**src/rtl/imm_gen_pipe.sv**
```systemverilog
// imm_gen_pipe: immediate extractor with a small output FIFO.
//
// Decodes the opcode in IR_i[DATA_W-1:DATA_W-4] and picks a field width:
//   opcode 4'b1000 (J)  -> J_IMM_W bits,  kind 2'b10
//   opcode 4'b0010 (LI) -> LI_IMM_W bits, kind 2'b01
//   any other opcode    -> DEF_IMM_W bits, kind 2'b00
// The field is sign-extended to DATA_W, or zero-extended when zext_i=1.
// The result is computed when the word is accepted and is queued in a
// DEPTH-entry FIFO with valid/ready handshakes on both sides.
//
// Ports:
//   clk_i    in   clock, rising edge
//   rst_i    in   synchronous active-high reset
//   IR_i     in   instruction word
//   valid_i  in   IR_i/zext_i offered
//   zext_i   in   zero-extend instead of sign-extend
//   ready_o  out  a FIFO entry is free
//   data_o   out  extended immediate at FIFO head (0 when empty)
//   kind_o   out  format of head entry (0 when empty)
//   valid_o  out  data_o/kind_o valid
//   ready_i  in   consumer takes the head
//   count_o  out  16-bit output-transfer counter, wraps
//                 (present only when IMM_GEN_PIPE_STATS_EN is defined)
//
// Build option: define IMM_GEN_PIPE_STATS_EN to add count_o.

module imm_gen_pipe #(
  parameter int unsigned DATA_W    = 32,
  parameter int unsigned J_IMM_W   = 28,
  parameter int unsigned LI_IMM_W  = 23,
  parameter int unsigned DEF_IMM_W = 18,
  parameter int unsigned DEPTH     = 2
) (
  input  logic              clk_i,
  input  logic              rst_i,
  input  logic [DATA_W-1:0] IR_i,
  input  logic              valid_i,
  input  logic              zext_i,
  output logic              ready_o,
  output logic [DATA_W-1:0] data_o,
  output logic [1:0]        kind_o,
  output logic              valid_o,
  input  logic              ready_i
`ifdef IMM_GEN_PIPE_STATS_EN
  ,
  output logic [15:0]       count_o
`endif
);

  localparam int unsigned PTR_W = $clog2(DEPTH);
  localparam int unsigned CNT_W = $clog2(DEPTH + 1);

  localparam logic [3:0] OP_J  = 4'b1000;
  localparam logic [3:0] OP_LI = 4'b0010;

  localparam logic [1:0] KIND_DEF = 2'b00;
  localparam logic [1:0] KIND_LI  = 2'b01;
  localparam logic [1:0] KIND_J   = 2'b10;

  localparam logic [CNT_W-1:0] FULL_CNT = CNT_W'(DEPTH);

  // Extraction
  logic [3:0]        w_opcode;
  logic              w_j_fill;
  logic              w_li_fill;
  logic              w_def_fill;
  logic [DATA_W-1:0] w_ext_j;
  logic [DATA_W-1:0] w_ext_li;
  logic [DATA_W-1:0] w_ext_def;
  logic [DATA_W-1:0] w_ext;
  logic [1:0]        w_kind;

  assign w_opcode   = IR_i[DATA_W-1 -: 4];
  // Fill bit is the field MSB, forced to 0 for zero-extension.
  assign w_j_fill   = IR_i[J_IMM_W-1]   & ~zext_i;
  assign w_li_fill  = IR_i[LI_IMM_W-1]  & ~zext_i;
  assign w_def_fill = IR_i[DEF_IMM_W-1] & ~zext_i;

  assign w_ext_j   = {{(DATA_W - J_IMM_W){w_j_fill}},     IR_i[J_IMM_W-1:0]};
  assign w_ext_li  = {{(DATA_W - LI_IMM_W){w_li_fill}},   IR_i[LI_IMM_W-1:0]};
  assign w_ext_def = {{(DATA_W - DEF_IMM_W){w_def_fill}}, IR_i[DEF_IMM_W-1:0]};

  always_comb begin
    w_ext  = w_ext_def;
    w_kind = KIND_DEF;
    case (w_opcode)
      OP_J: begin
        w_ext  = w_ext_j;
        w_kind = KIND_J;
      end
      OP_LI: begin
        w_ext  = w_ext_li;
        w_kind = KIND_LI;
      end
      default: begin
        w_ext  = w_ext_def;
        w_kind = KIND_DEF;
      end
    endcase
  end

  // FIFO
  logic [DATA_W-1:0] r_data_mem [DEPTH];
  logic [1:0]        r_kind_mem [DEPTH];
  logic [PTR_W-1:0]  r_wptr;
  logic [PTR_W-1:0]  r_rptr;
  logic [CNT_W-1:0]  r_count;
  logic              w_push;
  logic              w_pop;

  // ready_o comes from registered occupancy only, so a full FIFO refuses
  // input even if the head is being taken in the same cycle.
  assign ready_o = (r_count < FULL_CNT);
  assign valid_o = (r_count != '0);
  assign w_push  = valid_i & ready_o;
  assign w_pop   = valid_o & ready_i;

  assign data_o = valid_o ? r_data_mem[r_rptr] : '0;
  assign kind_o = valid_o ? r_kind_mem[r_rptr] : 2'b00;

  // Storage needs no reset: contents are masked while occupancy is 0.
  always_ff @(posedge clk_i) begin
    if (!rst_i && w_push) begin
      r_data_mem[r_wptr] <= w_ext;
      r_kind_mem[r_wptr] <= w_kind;
    end
  end

  always_ff @(posedge clk_i) begin
    if (rst_i) begin
      r_wptr  <= '0;
      r_rptr  <= '0;
      r_count <= '0;
    end else begin
      // DEPTH is a power of two, so pointers wrap naturally.
      if (w_push) begin
        r_wptr <= r_wptr + PTR_W'(1);
      end
      if (w_pop) begin
        r_rptr <= r_rptr + PTR_W'(1);
      end
      case ({w_push, w_pop})
        2'b10:   r_count <= r_count + CNT_W'(1);
        2'b01:   r_count <= r_count - CNT_W'(1);
        default: r_count <= r_count;
      endcase
    end
  end

`ifdef IMM_GEN_PIPE_STATS_EN
  logic [15:0] r_xfer_cnt;

  always_ff @(posedge clk_i) begin
    if (rst_i) begin
      r_xfer_cnt <= 16'h0000;
    end else if (w_pop) begin
      r_xfer_cnt <= r_xfer_cnt + 16'h0001;
    end
  end

  assign count_o = r_xfer_cnt;
`endif

endmodule

```
**config.mk**
```make
export PLATFORM = sky130hd
export DESIGN_NAME = imm_gen_pipe
export DESIGN_NICKNAME = d
export VERILOG_FILES = /design/src/rtl/imm_gen_pipe.sv
export SDC_FILE = /design/constraint.sdc
export NUM_CORES = 1
export LEC_CHECK = 0
export ABC_AREA = 1
export CORE_UTILIZATION = 52
export CTS_CLUSTER_DIAMETER = 100
export CTS_CLUSTER_SIZE = 16
export DETAILED_ROUTE_END_ITERATION = 8
export GPL_ROUTABILITY_DRIVEN = 0
export PLACE_DENSITY = 0.83
export REMOVE_ABC_BUFFERS = 1
export SYNTH_ARGS = -nofsm -noshare
export SYNTH_HDL_FRONTEND = slang
export SYNTH_SLANG_ARGS = --single-unit
export TNS_END_PERCENT = 30
```
**constraint.sdc**
```tcl
create_clock -name clk_i -period 6.4 [get_ports clk_i]
set_input_delay 1.92 -clock clk_i [delete_from_list [all_inputs] [get_ports clk_i]]
set_output_delay 1.92 -clock clk_i [all_outputs]
set_load 0.01 [all_outputs]
```
==> flow_summary.ini <==
[floorplanning]
coreArea_um2 = 5110
fp.dieH_um = 74.9
start_util = 0.541
dieArea_um2 = 5610
rows = 26
pin_count = 73
die_w_um = 74.9

[synth]
netlist_area_um2 = 2760
synth_compound_area_frac = 0.0616
synth.most_common_cell = nand2_1
synth_async_sr_flop_share = 0
synthTopCellsByArea = edfxtp_1, nand2_1, a21oi_1
yosys.area.top_type_share = 0.674
muxShareOfSynthArea = 0
ys_seq_elements = 67
synthCells = 244
synthAdderAreaFrac = 0.00453
synth_edf_count = 62
synth_cell_types = 19
synth_top_family_by_area = simple AND/OR/NAND/NOR gates
synthTopCellsByCount = nand2_1, edfxtp_1, a21oi_1, inv_1, nand3_1
syn_area_per_cell_um2 = 11.3
ys.flop_type = edfxtp_1
ys_warn_count = 0
synthXorXnorAreaFrac = 0
synth-simple-area-share = 0.175
synth-seq-area-share = 0.710
yosys.area.top_type = edfxtp_1

[power_and_ir_drop]
power.internal_uw = 923
leakage_nw = 1.40
power_density_nw_per_um2 = 350
pwr-share-seq = 0.410
combPwrFrac = 0.326
swShare = 0.293
clkPwrFrac = 0.265
net-switching-power_uw = 383
power.total_mw = 1.31
ir_drop_mv = 0.207

[timing]
period_needed_ns = 4.25
fmax_ghz = 0.235
final.period_utilization = 0.664
setup_viol = 0
worstMarginPinSlew_ns = 0.947
setup_slack_ns = 2.15
slew_headroom = 0.367
fin_setup_tns_ns = 0
hold_viol_final = 0
rsz0062_at_grt = false
skew_ns = 0.00599
hold_ws_ns = 0.485
finalMaxSlewViolations = 0

[finish]
drive_above_1_share = 0.0839
fin_cells = 392
finish.utilization = 0.730
synthToLayoutAreaGrowth_pct = 34.8
regArea_um2 = 1960
final_cell_area_um2 = 3730
antenna_cells = 0
nFillCells = 375
nets = 355
multi_input_area_um2 = 679

[routing]
firstDrtPassIters = 6
vias = 1988
final_antenna_net_count = 0
routed_via_density = 5.07
drc = 0
dr.first_iter.drc_count = 76
drt-total-wl_mm = 5.44
wl_per_cell_um = 13.9

[clocking]
cts-hold-fix-buffers = 0
cts_tree = done
cts-resized-gates = 0
clk_latency_ns = 0.34
path_clk_slew_ns = 0.07
cts_max_level = 3
post_cts_buffers = 0
numClockSinks = 67
numCtsBuffers = 9
clk_path_buf_depth = 2
clockRootBuffer = clkbuf_8

[placed_design]
pre_cts_ws_ns = 2.45
place_hpwl_mm = 3.36
port_buffers = 72
dp_cells = 376
dpl_cell_area_um2 = 3530

[global_route]
grt_start_max_net_pins = 34
grt_pass1_vias = 1833
grt_pass1_wl_mm = 8.21
antenna_found_initial = 0
grt.overflow.total = 0
grt_usage = 0.207

[run_status]
status = completed

[run]
drv_cap = 0

[hold_path]
hold_path_depth = 2
hold_class = reg -> reg

[setup_path]
crit_required_ns = 4.48
cp-start-kind = flip-flop
endpoint_kind = primary output
worstSetupPathType = reg -> out
slowest_delay_ns = 0.69
critical_path.max_fanout = 31
cp_cell_sequence = inv_1 > nand2_1 > a21oi_1 > clkdlybuf4s50_1
reg2regPathDepth = 3
crit_arrival_ns = 2.33
crit_slowest_cell = inv_1
[power groups by stage]
stage / sequential [mW] / combinational, mW / clock, mW
after floorplan: 0.550 / 0.183 / 0
after CTS: 0.535 / 0.431 / 0.350
after global routing: 0.538 / 0.465 / 0.367
after global placement: 0.542 / 0.417 / 0
final: 0.535 / 0.425 / 0.346
after detailed placement: 0.544 / 0.428 / 0
[kinds of logic (layout without fill, tap and decap cells)]
kind of cell	Yosys count	after routing
buffers and inverters	28	106
AOI/OAI and AO/OA	34	34
DFF	67	67
adders and majority gates	1	1
and+or+nand+nor	114	114
[state kept, by name (all words and copies together) (netlist names), named ones only]
register,flops
r_kind_mem,4
r_rptr,1
r_count,2
r_wptr,1
r_data_mem,58
[final timing paths]
| path | slack, ns | startpoint | to |
|---|---|---|---|
| worst min register to register | 0.48 | r_wptr | r_wptr |
| worst max register to register | 4.67 | r_wptr | r_data_mem[0][14] |
| worst min-delay path | 0.48 | r_wptr | r_wptr |
| worst max-delay path | 2.15 | flip-flop | data_o[30] |
[layer usage]
| layer | wire length [um] | up-vias | share of wire | GRT usage |
|---|---|---|---|---|
| met5 | 0 | - | 0 | 0 |
| met3 | 254 | 11 | 0.047 | 0.0415 |
| met2 | 2870 | 58 | 0.53 | 0.374 |
| met1 | 2190 | 940 | 0.40 | 0.227 |
| met4 | 127 | 0 | 0.023 | 0.119 |
| li1 | - | 979 | - | - |
[layout make-up]
type / count / share of cell area
flip-flops and latches: 67 / 0.527
repair buffers: 75 / 0.199
multi-input cells: 149 / 0.182
clock buffers: 14 / 0.0437
well taps: 70 / 0.0235
inverters: 15 / 0.0151
clock inverters: 2 / 0.00940
[cell usage in the layout, fill, tap and decap left out, drive strengths merged]
cell type and n:
a21oi 33, buf 3, bufinv 1, clkbuf 14, clkdlybuf4s50 72, clkinv 1
dfxtp 5, edfxtp 62, ha 1, inv 15, nand2 84, nand3 12
nand4 3, nor2 14, nor3 1, o21ai 1
[critical path, delay by kind of cell, from the launching register on]
kind | cells | cell delay, ns
AO/OA/AOI/OAI | 1 | 0.28
buffers and inverters | 2 | 1.29
flip-flops | 1 | 0.31
AND/OR/NAND/NOR | 1 | 0.11
Note: power is estimated with default switching activity, not from simulation.
